`config.mk`:
```
export PLATFORM = sky130hd
export DESIGN_NAME = io_port_arbiter
export DESIGN_NICKNAME = d
export VERILOG_FILES = /design/src/rtl/io_port_arbiter.sv
export SDC_FILE = /design/constraint.sdc
export NUM_CORES = 1
export LEC_CHECK = 0
export BUFFER_PORTS_ARGS = -buffer_cell sky130_fd_sc_hd__buf_2
export CORE_MARGIN = 10
export CORE_UTILIZATION = 50
export CTS_BUF_LIST = sky130_fd_sc_hd__clkbuf_4 sky130_fd_sc_hd__clkbuf_8
export DETAILED_ROUTE_END_ITERATION = 10
export PLACE_DENSITY = 0.88
export SYNTH_ARGS = -nofsm -noshare
export SYNTH_HDL_FRONTEND = slang
export SYNTH_SLANG_ARGS = --single-unit
```
`constraint.sdc`:
```
create_clock -name clock -period 7.8 [get_ports clock]
set_clock_uncertainty 0.05 [all_clocks]
set_input_delay 0.39 -clock clock [delete_from_list [all_inputs] [get_ports clock]]
set_output_delay 0.39 -clock clock [all_outputs]
set_load 0.03 [all_outputs]
```
`src/rtl/io_port_arbiter.sv`:
```
// io_port_arbiter: two-requester arbiter in front of the single-port memory-mapped I/O block.
// Each accepted access runs IDLE -> ISSUE -> CAPTURE; unmapped or wrong-direction accesses are rejected.
`default_nettype none

module io_port_arbiter #(
  parameter bit          FIXED_PRIO = 1'b0,
  parameter logic [15:0] WR_MASK    = 16'h031F,
  parameter logic [15:0] RD_MASK    = 16'h00E0
) (
  input  logic        clock,
  input  logic        reset,
  input  logic        req0,
  input  logic        req1,
  input  logic        we0,
  input  logic        we1,
  input  logic [3:0]  addr0,
  input  logic [3:0]  addr1,
  input  logic [31:0] wdata0,
  input  logic [31:0] wdata1,
  output logic        gnt0,
  output logic        gnt1,
  output logic        done0,
  output logic        done1,
  output logic        err0,
  output logic        err1,
  output logic [31:0] rdata0,
  output logic [31:0] rdata1,
  output logic [3:0]  io_addr,
  output logic [31:0] io_data_in,
  output logic        io_we,
  input  logic [31:0] io_data_out,
  output logic        busy
);

  typedef enum logic [1:0] {
    S_IDLE    = 2'd0,
    S_ISSUE   = 2'd1,
    S_CAPTURE = 2'd2
  } state_t;

  state_t      state_q;
  logic        last_q;      // 1: req1 was granted last, so req0 wins a tie
  logic        owner_q;
  logic        op_we_q;
  logic        gnt0_q, gnt1_q, err0_q, err1_q, done0_q, done1_q;
  logic        io_we_q, busy_q;
  logic [3:0]  io_addr_q;
  logic [31:0] io_data_in_q, rdata0_q, rdata1_q;

  logic        pick0_d, pick1_d, pick_we_d, pick_legal_d;
  logic [3:0]  pick_addr_d;
  logic [31:0] pick_wdata_d;

  // The cycle after any grant is skipped so a still-held request is not granted twice.
  always_comb begin
    pick0_d = 1'b0;
    pick1_d = 1'b0;
    if (state_q == S_IDLE && !gnt0_q && !gnt1_q) begin
      if (req0 && req1) begin
        if (FIXED_PRIO || last_q) pick0_d = 1'b1;
        else                      pick1_d = 1'b1;
      end else if (req0) begin
        pick0_d = 1'b1;
      end else if (req1) begin
        pick1_d = 1'b1;
      end
    end
    pick_we_d    = pick1_d ? we1    : we0;
    pick_addr_d  = pick1_d ? addr1  : addr0;
    pick_wdata_d = pick1_d ? wdata1 : wdata0;
    pick_legal_d = pick_we_d ? WR_MASK[pick_addr_d] : RD_MASK[pick_addr_d];
  end

  always_ff @(posedge clock or posedge reset) begin
    if (reset) begin
      state_q      <= S_IDLE;
      last_q       <= 1'b1;
      owner_q      <= 1'b0;
      op_we_q      <= 1'b0;
      gnt0_q       <= 1'b0;
      gnt1_q       <= 1'b0;
      err0_q       <= 1'b0;
      err1_q       <= 1'b0;
      done0_q      <= 1'b0;
      done1_q      <= 1'b0;
      io_we_q      <= 1'b0;
      busy_q       <= 1'b0;
      io_addr_q    <= 4'd0;
      io_data_in_q <= 32'd0;
      rdata0_q     <= 32'd0;
      rdata1_q     <= 32'd0;
    end else begin
      gnt0_q  <= pick0_d;
      gnt1_q  <= pick1_d;
      err0_q  <= pick0_d & ~pick_legal_d;
      err1_q  <= pick1_d & ~pick_legal_d;
      done0_q <= 1'b0;
      done1_q <= 1'b0;
      case (state_q)
        S_IDLE: begin
          if (pick0_d || pick1_d) begin
            last_q <= pick1_d;
            if (pick_legal_d) begin
              owner_q      <= pick1_d;
              op_we_q      <= pick_we_d;
              io_addr_q    <= pick_addr_d;
              io_data_in_q <= pick_wdata_d;
              io_we_q      <= pick_we_d;
              busy_q       <= 1'b1;
              state_q      <= S_ISSUE;
            end
          end
        end
        S_ISSUE: begin
          io_we_q <= 1'b0;
          state_q <= S_CAPTURE;
        end
        S_CAPTURE: begin
          if (owner_q) begin
            done1_q  <= 1'b1;
            rdata1_q <= op_we_q ? 32'd0 : io_data_out;
          end else begin
            done0_q  <= 1'b1;
            rdata0_q <= op_we_q ? 32'd0 : io_data_out;
          end
          busy_q  <= 1'b0;
          state_q <= S_IDLE;
        end
        default: begin
          io_we_q <= 1'b0;
          busy_q  <= 1'b0;
          state_q <= S_IDLE;
        end
      endcase
    end
  end

  assign gnt0       = gnt0_q;
  assign gnt1       = gnt1_q;
  assign err0       = err0_q;
  assign err1       = err1_q;
  assign done0      = done0_q;
  assign done1      = done1_q;
  assign rdata0     = rdata0_q;
  assign rdata1     = rdata1_q;
  assign io_addr    = io_addr_q;
  assign io_data_in = io_data_in_q;
  assign io_we      = io_we_q;
  assign busy       = busy_q;

endmodule

`default_nettype wire

```
# Yosys cells after proc, flatten, opt, wreduce, memory -nomap -nowiden
# Memories as Yosys holds them, arrays and structs flattened.
# Cells that the tools add are included.
dict set report totals {
  inputBits 110
  mem_count 2
  romBits 32
  wordCells 72
  register_bits 113
}
dict set report classes {
  bitwise_logic 6
  eq_ne 4
  reduce_logical 14
  mux 29
  magnitude_cmp 1
}
# memory words word_bits rd rd_clocked_by_memory_dff wr line_no
set mem_list {}
lappend mem_list {{(name not given)} 16 1 1 0 0 71} ;# pick_legal_d = pick_we_d ? WR_MASK[pick_addr_d] : RD_MASK[pick_addr_d];
lappend mem_list {{(name not given)} 16 1 1 0 0 71}
# operator count
set ops {}
lappend ops {{32-bit 2-to-1 mux} 2}
lappend ops {{1-bit 2-to-1 mux} 21}
lappend ops {{3-bit AND reduction} 3}
lappend ops {{2-bit AND reduction} 4}
lappend ops {{4-bit by 5-bit < comparator with 1-bit output, second input constant} 1}
lappend ops {{2-bit 2-to-1 mux} 2}
lappend ops {{4-bit 2-to-1 mux} 1}
lappend ops {{1-bit NOT} 4}
lappend ops {{1-bit case mux with 2 select lines} 2}
lappend ops {{2-bit case mux with 2 select lines} 1}
lappend ops {{1-bit logical AND} 3}
lappend ops {{1-bit AND} 2}
lappend ops {{2-bit by 1-bit == test with 1-bit output, second input constant} 1}
lappend ops {{2-bit == test, second input constant} 1}
lappend ops {{1-bit zero test} 2}
lappend ops {{2-bit zero test} 1}
lappend ops {{2-bit by 1-bit inequality test with 1-bit output, second input constant} 1}
lappend ops {{2-bit inequality test, second input constant} 1}
lappend ops {{1-bit logical OR} 1}

# Logic depth before layout (Yosys ltp)
# Gate-level depths: netlist of run 1.
dict set report logic_depth {
  depth_word 11
  ltp_mapped 8
}

# Least setup slack after synthesis of run 1
# OpenSTA, ideal clock, no wires.
dict set report synth_path {
  path_kind {input to register}
  from {in addr0[1]}
  to {reg io_addr_q[3] (netlist: io_addr[3])}
  t_required_ns 7.625
  path_stages 6
  t_arrival_ns 1.622
  slack_ns 6.003
  setup_ns 0.125
  path_buffers 1
  cell_sequence {o21ai_1 xor2_1 a2bb2oi_2 a2bb2oi_4 buf_6 mux2_4}
}
dict set report synth_via {
  elab_chain_len 5
  elab_cells_between_ends 7
}
# item line_no
set synth_rtl {}
lappend synth_rtl {{from (decl)} 16} ;# input logic [3:0] addr0,
lappend synth_rtl {{4-bit 2-to-1 mux (*)} 69} ;# pick_addr_d = pick1_d ? addr1 : addr0;
lappend synth_rtl {{memory read 16 x 1 bit} --}
lappend synth_rtl {{1-bit 2-to-1 mux (implied by the code)} 71}
lappend synth_rtl {{1-bit 2-to-1 mux (*)} 71}
lappend synth_rtl {{3-bit AND reduction (no line) (*)} --}
lappend synth_rtl {{to (signal assigned)} 106} ;# io_addr_q <= pick_addr_d;
lappend synth_rtl {{to (decl)} 47} ;# logic [3:0] io_addr_q;
# Every way passes the cells marked *; elsewhere a longest branch is shown, timed or not. The select of a mux whose other input is x is not followed.
# A chain may end at the register's enable or synchronous reset.

# Final worst setup path of run 1
dict set report layout_path {
  from {reg state_q[0]}
  to {reg io_data_in_q[28] (netlist: io_data_in[28])}
}
dict set report layout_via {
  elab_chain_len 9
  elab_cells_between_ends 15
}
# item line_no
set layout_rtl {}
lappend layout_rtl {{from (decl)} 41} ;# state_t state_q;
lappend layout_rtl {{from (signal assigned)} 76} ;# state_q <= S_IDLE;
lappend layout_rtl {{from (signal assigned)} 110} ;# state_q <= S_ISSUE;
lappend layout_rtl {{from (signal assigned)} 116} ;# state_q <= S_CAPTURE;
lappend layout_rtl {{2-bit zero test (*)} {58, 99}}
lappend layout_rtl {{1-bit logical AND (2 in series)} 58} ;# if (state_q == S_IDLE && !gnt0_q && !gnt1_q) begin
lappend layout_rtl {{1-bit 2-to-1 mux} 58}
lappend layout_rtl {{4-bit 2-to-1 mux} 69}
lappend layout_rtl {{memory read 16 x 1 bit} --}
lappend layout_rtl {{1-bit 2-to-1 mux (implied by the code)} 71}
lappend layout_rtl {{1-bit 2-to-1 mux} 71}
lappend layout_rtl {{3-bit AND reduction (no line)} --}
lappend layout_rtl {{to (signal assigned)} 107} ;# io_data_in_q <= pick_wdata_d;
lappend layout_rtl {{to (decl)} 48} ;# logic [31:0] io_data_in_q, rdata0_q, rdata1_q;
# Marks and branches as above.

==> results of run 1 <==
per-layer routing:
layer	vias up	global-route usage, %	routed length (um)
li1	1976	-	-
met1	1900	21.6	5410
met2	181	30.9	6380
met3	20	9.57	1360
met4	0	5.95	218
met5	-	0	0
cell families after synthesis:
| logic type | count (synthesis) | synth area share, % |
|---|---|---|
| simple gates | 220 | 18.0 |
| buf+inv | 37 | 3.84 |
| xor+xnor | 2 | 0.363 |
| flops | 113 | 58.7 |
| compound gates | 72 | 8.49 |
| mux | 39 | 10.6 |
worst max path at each step:
stage	end	slack [ns]	depth (start not counted)	start
2_1_floorplan	busy$_DFFE_PP0P_	4.37	1	reset
3_3_place_gp	io_data_in[23]$_DFFE_PP0P_	4.52	6	state_q[0]$_DFFE_PP0P_
3_5_place_dp	io_data_in[28]$_DFFE_PP0P_	4.34	6	state_q[0]$_DFFE_PP0P_
4_1_cts	io_data_in[28]$_DFFE_PP0P_	4.37	6	state_q[0]$_DFFE_PP0P_
5_1_grt	io_data_in[28]$_DFFE_PP0P_	4.10	6	state_q[0]$_DFFE_PP0P_
6_report	io_data_in[28]$_DFFE_PP0P_	4.40	6	state_q[0]$_DFFE_PP0P_
through the flow:
| step | hold WS [ns] | utilization, % | instances |
|---|---|---|---|
| after floorplan | 0.394 | - | 483 |
| after global placement | 0.407 | 63.7 | 803 |
| after detailed placement | 0.410 | 63.7 | 803 |
| after CTS | 0.0177 | 68.1 | 835 |
| final | 0.0119 | 68.1 | 835 |
| after global routing | 0.0424 | 68.1 | 835 |
report_power, final:
group          internal, W  switching, W  leakage (nW)
combinational     0.000459      0.000987          1.95
sequential        0.000858      0.000150          1.42
clock             0.000328      0.000237         0.202
total              0.00165       0.00137          3.58
final cells by class:
cell class	instances	area, um^2	share of cell area [%]
well taps	129	161	2.54
inverters	8	32.5	0.512
clock buffers	19	255	4.02
repair buffers	220	1110	17.4
flip-flops and latches	113	2830	44.5
clock inverters	13	161	2.54
multi-input cells	333	1810	28.4
placed cells by master (no fill, tap or decap), types with 2 or more instances in the layout:
master,netlist,layout
nand2b_1,2,2
xor2_1,2,2
o21ai_0,65,65
clkinv_2,0,3
nor2_1,3,3
inv_1,7,6
dfrtp_1,112,112
nand2_1,208,208
clkinvlp_4,0,4
bufinv_16,0,3
clkinv_4,0,2
mux2_4,20,20
buf_4,2,3
buf_2,7,217
mux2i_1,3,3
mux2_2,16,16
o21ai_1,2,2
clkbuf_8,0,18
registers in the layout, summed over array words and instances, names as in the netlist, 2 cells and up:
signal and flops:
state_q 2, rdata1 32, rdata0 32, io_addr 4
io_data_in 32
==> impl_metrics.env, run 1 <==
export IMPL_ctsHoldBuffers=0
export IMPL_powerDensity_nw_per_um2=475
export IMPL_grt_ovfl_total=0
export IMPL_initial_utilization_pct=51.7
export IMPL_power_leakage_nw=3.58
export IMPL_rsz0062_at_grt="false"
export IMPL_drv_slew=0
export IMPL_total_power_w=0.00302
export IMPL_cp_num_buf_inv=2
export IMPL_dieArea_um2=14000
export IMPL_r2r_cells=6
export IMPL_min_path_type="in -> async"
export IMPL_core_area_um2=9330
export IMPL_grt_pass1_wl_um=21700
export IMPL_path_class="reg -> reg"
export IMPL_async_reset_ff_share_pct=100
export IMPL_ys_types=29
export IMPL_clock_latency_ns=0.41
export IMPL_critical_path_top_delay_family="buffers and inverters"
export IMPL_cts_resized=0
export IMPL_clock_sinks=113
export IMPL_vias=4077
export IMPL_synth_most_common_cell="nand2_1"
export IMPL_synth_edf_count=0
export IMPL_yosysTopAreaCell="dfrtp_1"
export IMPL_r2r_start="state_q[0]$_DFFE_PP0P_"
export IMPL_synth_area_per_cell_um2=9.98
export IMPL_synth_area_um2=4820
export IMPL_tns_ns=0
export IMPL_maxSlewHeadroom_pct=23.0
export IMPL_cts_max_level=4
export IMPL_ys_seq_area_share_pct=58.7
export IMPL_max_cap_violations=0
export IMPL_cts_tree="done"
export IMPL_crit_chain="nor4_4, nand3_2, inv_2, a2bb2oi_4, buf_4, mux2_4"
export IMPL_period_needed_ns=3.40
export IMPL_drtAntennaViolNets=0
export IMPL_vdd_drop_max_uv=275
export IMPL_routed_wl_um=13400
export IMPL_avgViaCountPerCell=4.88
export IMPL_n_antenna_cell=0
export IMPL_yosysTopAreaCellShare_pct=58.1
export IMPL_arrival_ns=3.65
export IMPL_syn2layout_area_growth_pct=31.8
export IMPL_synth_area_leaders="dfrtp_1 (58%), nand2_1 (16%), o21ai_0 (6.7%)"
export IMPL_setup_ws_ns=4.40
export IMPL_status="completed"
export IMPL_crit_required_ns=8.04
export IMPL_drc_errors=0
export IMPL_place_congestion=0.748
export IMPL_slowest_stage="inv_2"
export IMPL_postCtsSetupBuffers=0
export IMPL_r2r_setup_slack_ns=4.40
export IMPL_syn_num_nets=593
export IMPL_wl_per_cell_um=16.0
export IMPL_fillers=714
export IMPL_yosysWarnings=0
export IMPL_tightestPinTransition_ns=1.15
export IMPL_fmax_mhz=294
export IMPL_synthFlopType="dfrtp_1"
export IMPL_dp_hpwl_um=10100
export IMPL_drive_gt1_share_pct=42.1
export IMPL_grt_max_degree=66
export IMPL_fin_nets=803
export IMPL_start_kind="register"
export IMPL_port_buffers=217
export IMPL_setup_viol=0
export IMPL_r2r_end="io_data_in[28]$_DFFE_PP0P_"
export IMPL_place_area_um2=5940
export IMPL_synth_commonest_cells="nand2_1 (208), dfrtp_1 (112), o21ai_0 (65), mux2_4 (20)"
export IMPL_firstDrtPassIters=4
export IMPL_end_kind="register"
export IMPL_drt_iter0_drc=315
export IMPL_rows=35
export IMPL_clk_pin_slew_ns=0.07
export IMPL_cts_buffers=17
export IMPL_die_h_um=118
export IMPL_finalCritPeriodShare_pct=43.6
export IMPL_pre_cts_slack_ns=4.34
export IMPL_finalInstanceArea_um2=6350
export IMPL_clk_path_buf_depth=2
export IMPL_synth_seq_cells=113
export IMPL_die_w_um=118
export IMPL_worstPathMaxFanout=40
export IMPL_grt_usage_pct=19.1
export IMPL_syn_inst=483
export IMPL_grt_pass1_vias=4317
export IMPL_slowest_delay_ns=0.82
export IMPL_root_buffer="clkbuf_8"
export IMPL_antenna_found_initial=1
export IMPL_hold_viol_final=0
export IMPL_ios=218
(Power assumes the default switching activity.)
==> inputs of run 2 (changes only) <==
CORE_UTILIZATION = 44   (was 50)
PLACE_DENSITY = 0.83   (was 0.88)
clock period = 2.85 ns   (was 7.8 ns; I/O delays follow)
==> impl_metrics.env, run 2 (synthesis gave the netlist of run 1 again) <==
export IMPL_maxSlewHeadroom_pct=24.0
export IMPL_firstDrtPassIters=5
export IMPL_vdd_drop_max_uv=634
export IMPL_die_h_um=125
export IMPL_power_leakage_nw=3.94
export IMPL_fmax_mhz=414
export IMPL_dp_cells=817
export IMPL_setup_viol=0
export IMPL_grt_pass1_vias=5009
export IMPL_final_cell_mix="buf_2 (217), nand2_1 (208), dfrtp_1 (112)"
export IMPL_drive_gt1_share_pct=37.8
export IMPL_total_power_w=0.00854
export IMPL_ctsHoldBuffers=80
export IMPL_drt_iter0_drc=422
export IMPL_clk_pin_slew_ns=0.07
export IMPL_r2r_cells=8
export IMPL_worstHoldStart="wdata1[30]"
export IMPL_crit_chain="nor4_4, nand3_2, inv_2, buf_4, nand2_1, nand2_1, dlygate4sd3_1, mux2_2"
export IMPL_wl_met2_um=7590
export IMPL_crit_required_ns=3.16
export IMPL_drv_slew=0
export IMPL_n_antenna_cell=0
export IMPL_finalCritPeriodShare_pct=84.8
export IMPL_port_buffers=217
export IMPL_postCtsSetupBuffers=0
export IMPL_clock_sinks=113
export IMPL_cts_resized=0
export IMPL_clk_path_buf_depth=2
export IMPL_dp_hpwl_um=10200
export IMPL_tightestPinTransition_ns=1.14
export IMPL_root_buffer="clkbuf_8"
export IMPL_avgViaCountPerCell=4.93
export IMPL_cts_tree="done"
export IMPL_r2r_end="io_data_in[7]$_DFFE_PP0P_"
export IMPL_min_path_type="in -> reg"
export IMPL_wl_met1_um=6220
export IMPL_crit_top_cell="nand2_1"
export IMPL_top_layer="met5"
export IMPL_final_common_cell="buf_2"
export IMPL_whs_ns=0.0273
export IMPL_grt_usage_pct=20.7
export IMPL_place_congestion=0.822
export IMPL_rows=38
export IMPL_clock_latency_ns=0.41
export IMPL_wl_per_cell_um=17.2
export IMPL_slowest_delay_ns=0.57
export IMPL_powerDensity_nw_per_um2=1190
export IMPL_cts_buffers=17
export IMPL_whs_path_depth=4
export IMPL_hold_viol_final=0
export IMPL_r2r_setup_slack_ns=0.43
export IMPL_start_kind="register"
export IMPL_tns_ns=0
export IMPL_max_cap_violations=0
export IMPL_period_needed_ns=2.42
export IMPL_end_kind="register"
export IMPL_rsz0062_at_grt="false"
export IMPL_status="completed"
export IMPL_wl_met3_um=1930
export IMPL_final_cells=930
export IMPL_syn2layout_area_growth_pct=49.5
export IMPL_grt_max_degree=114
export IMPL_slowest_stage="dlygate4sd3_1"
export IMPL_drc_errors=0
export IMPL_core_area_um2=10800
export IMPL_initial_utilization_pct=44.7
export IMPL_cp_num_buf_inv=3
export IMPL_critical_path_top_delay_family="buffers and inverters"
export IMPL_fin_nets=888
export IMPL_vias=4582
export IMPL_grt_pass1_wl_um=26500
export IMPL_r2r_start="state_q[1]$_DFFE_PP0P_"
export IMPL_arrival_ns=2.73
export IMPL_cts_max_level=4
export IMPL_die_w_um=125
export IMPL_drtAntennaViolNets=0
export IMPL_routed_wl_um=16000
export IMPL_worstPathMaxFanout=39
export IMPL_grt_ovfl_total=0
export IMPL_whs_endpoint="io_data_in[30]$_DFFE_PP0P_"
export IMPL_path_class="reg -> reg"
export IMPL_ios=218
export IMPL_antenna_found_initial=1
export IMPL_dieArea_um2=15500
## run 2: metal layers
layer	global-route usage, %	up-vias
met4	7.75	2
met5	0	-
li1	-	2146
met3	10.8	31
met1	23.0	2144
met2	32.9	259
## run 2: tightest hold or removal path: cells and delay by family
kind	cells	cell delay [ns]
mux	1	0.14
simple gates	2	0.09
buf+inv	1	0.07
## run 2: layout make-up
type	count	area (um^2)
clock buffer	21	277
clock inverter	10	111
fill	776	3580
inverter	8	33.8
timing repair buffer	305	1980
tap	140	175
sequential	113	2830
multi-input combinational	333	1810
## run 2: worst max path at each step
stage                           startpoint                          to  slack (ns)  cells past startpoint
finish              state_q[1]$_DFFE_PP0P_   io_data_in[7]$_DFFE_PP0P_        0.43                      8
global route        state_q[0]$_DFFE_PP0P_  io_data_in[21]$_DFFE_PP0P_        0.28                      8
CTS                 state_q[1]$_DFFE_PP0P_  io_data_in[14]$_DFFE_PP0P_        0.51                      7
detailed placement                addr0[1]   io_data_in[5]$_DFFE_PP0P_        0.73                      7
global placement                  addr0[1]   io_data_in[9]$_DFFE_PP0P_        0.83                      7
floorplan                   gnt0$_DFF_PP0_      io_addr[3]$_DFFE_PP0P_        1.08                      5
## run 2: power breakdown
group | switching, W | internal [W] | leakage, nW
Combinational | 0.00284 | 0.00147 | 2.32
Sequential | 0.000428 | 0.00235 | 1.42
Clock | 0.000622 | 0.000832 | 0.194
## run 2: per-stage QoR
step	utilization (%)	area, um^2	setup WS (ns)
after global routing	66.8	7210	0.284
after global placement	55.6	6000	0.831
final	66.8	7210	0.434
after CTS	66.6	7190	0.514
after detailed placement	55.6	6000	0.733
after floorplan	-	4820	1.08
==> inputs of run 3 (changes only) <==
clock period = 2.1 ns   (was 2.85 ns; I/O delays follow)
==> impl_metrics.env, run 3 (synthesis gave the netlist of run 1 again) <==
export IMPL_p_clk_share_pct=18.8
export IMPL_cts_tree="done"
export IMPL_r2r_end="io_data_in[23]$_DFFE_PP0P_"
export IMPL_cts_max_level=4
export IMPL_status="completed"
export IMPL_vdd_drop_max_uv=966
export IMPL_rows=38
export IMPL_arrival_ns=2.26
export IMPL_cts_resized=0
export IMPL_grt_pass1_wl_um=27900
export IMPL_period_needed_ns=2.00
export IMPL_crit_required_ns=2.35
export IMPL_antenna_found_initial=1
export IMPL_grt_pass1_vias=5124
export IMPL_postCtsSetupBuffers=0
export IMPL_initial_utilization_pct=44.7
export IMPL_die_w_um=125
export IMPL_avgViaCountPerCell=5.08
export IMPL_power_leakage_nw=4.08
export IMPL_tns_ns=0
export IMPL_startpoint="addr1[1]"
export IMPL_max_cap_violations=0
export IMPL_crit_chain="dlygate4sd3_1, buf_2, o21ai_1, xor2_1, o21ai_4, a2bb2oi_4, buf_12, mux2_2"
export IMPL_firstDrtPassIters=6
export IMPL_place_area_um2=6020
export IMPL_internal_power_w=0.00644
export IMPL_worstPathMaxFanout=41
export IMPL_power_switching_w=0.00528
export IMPL_crit_end="io_data_in[9]$_DFFE_PP0P_"
export IMPL_finalCritPeriodShare_pct=95.4
export IMPL_syn2layout_area_growth_pct=56.4
export IMPL_drc_errors=0
export IMPL_end_kind="register"
export IMPL_fin_util_pct=69.8
export IMPL_port_buffers=217
export IMPL_wl_per_cell_um=18.1
export IMPL_tightestPinTransition_ns=0.585
export IMPL_swShare_pct=45.1
export IMPL_vias=4880
export IMPL_r2r_cells=5
export IMPL_fin_nets=917
export IMPL_min_path_type="in -> reg"
export IMPL_cp_num_buf_inv=3
export IMPL_whs_ns=0.0938
export IMPL_slowest_delay_ns=0.54
export IMPL_start_kind="input port"
export IMPL_cts_buffers=17
export IMPL_powerDensity_nw_per_um2=1550
export IMPL_cp_depth=8
export IMPL_clk_path_buf_depth=2
export IMPL_r2r_setup_slack_ns=0.23
export IMPL_clock_sinks=113
export IMPL_core_area_um2=10800
export IMPL_maxSlewHeadroom_pct=61.0
export IMPL_dieArea_um2=15500
export IMPL_finalInstanceArea_um2=7540
export IMPL_clk_pin_slew_ns=0.07
export IMPL_die_h_um=125
export IMPL_ctsHoldBuffers=108
export IMPL_dp_hpwl_um=10100
export IMPL_routed_wl_um=17400
export IMPL_hold_viol_final=0
export IMPL_power_frac_seq_pct=32.1
export IMPL_grt_usage_pct=22.1
export IMPL_slowest_stage="dlygate4sd3_1"
export IMPL_final_cell_mix="buf_2 (217), nand2_1 (208), dfrtp_1 (112)"
export IMPL_drv_slew=0
export IMPL_drtAntennaViolNets=0
export IMPL_setup_ws_ns=0.0963
export IMPL_fillers=721
export IMPL_grt_ovfl_total=0
export IMPL_setup_viol=0
export IMPL_final_common_cell="buf_2"
export IMPL_comb_power_share_pct=49.1
export IMPL_ios=218
export IMPL_r2r_start="state_q[0]$_DFFE_PP0P_"
export IMPL_place_congestion=0.836
export IMPL_clock_latency_ns=0.42
export IMPL_drt_iter0_drc=598
export IMPL_pre_cts_slack_ns=0.231
export IMPL_critical_path_top_delay_family="buffers and inverters"
export IMPL_path_class="in -> reg"
export IMPL_fmax_mhz=499
export IMPL_rsz0062_at_grt="false"
export IMPL_drive_gt1_share_pct=37.0
export IMPL_grt_max_degree=114
export IMPL_root_buffer="clkbuf_8"
-- run 3: cell count changes in the layout (fill, tap and decap cells not counted), sizes merged --
cell and change:
bufinv +2, diode +1, dlygate4sd3 +26, clkinvlp -2, buf +3, clkinv +1
-- run 3: worst min path at each step --
stage | startpoint | endpoint | slack [ns] | cells past startpoint
after floorplan | io_data_out[27] | rdata1[27]$_DFFE_PP0P_ | 0.21 | 2
after global placement | reset | rdata1[4]$_DFFE_PP0P_ | 0.26 | 3
after detailed placement | reset | rdata1[2]$_DFFE_PP0P_ | 0.28 | 3
final | req1 | gnt1$_DFF_PP0_ | 0.09 | 4
after global routing | req1 | gnt1$_DFF_PP0_ | 0.08 | 4
after CTS | req1 | gnt1$_DFF_PP0_ | 0.06 | 4
-- run 3: area by class of cell --
type / count / area (um^2) / area share [%]
well taps: 140 / 175 / 2.32
inverters: 8 / 33.8 / 0.448
multi-input cells: 333 / 1810 / 24.0
flip-flops and latches: 113 / 2830 / 37.5
repair buffers: 334 / 2260 / 30.0
clock inverters: 11 / 161 / 2.14
clock buffers: 21 / 270 / 3.59
diodes: 1 / 2.50 / 0.0332
-- run 3: routing by layer --
layer / vias to the layer above / part of all wire (%) / global-route usage, %
li1: 2217 / - / -
met2: 332 / 45 / 34.6
met3: 51 / 14 / 10.2
met1: 2280 / 38 / 25.2
met5: - / 0 / 0
met4: 0 / 3.2 / 10.3
-- run 3: metrics by stage --
stage	power, W	std cells
final	0.0117	961
after global routing	0.0124	961
after CTS	0.0117	960
after detailed placement	0.00927	820
after global placement	0.00907	820
after floorplan	0.00757	483
-- run 3: worst min-delay path, stage by stage --
cell	delay (ns)
buf_2	0.11
nand3_2	0.07
inv_2	0.05
buf_4	0.17
-- run 3: power by group through the flow --
stage	combinational, W	clock (W)	sequential, W
2_1_floorplan	0.00194	0	0.00562
3_3_place_gp	0.00537	0	0.00371
3_5_place_dp	0.00552	0	0.00375
4_1_cts	0.00567	0.00227	0.00373
5_1_grt	0.00616	0.00237	0.00387
6_report	0.00576	0.00221	0.00376
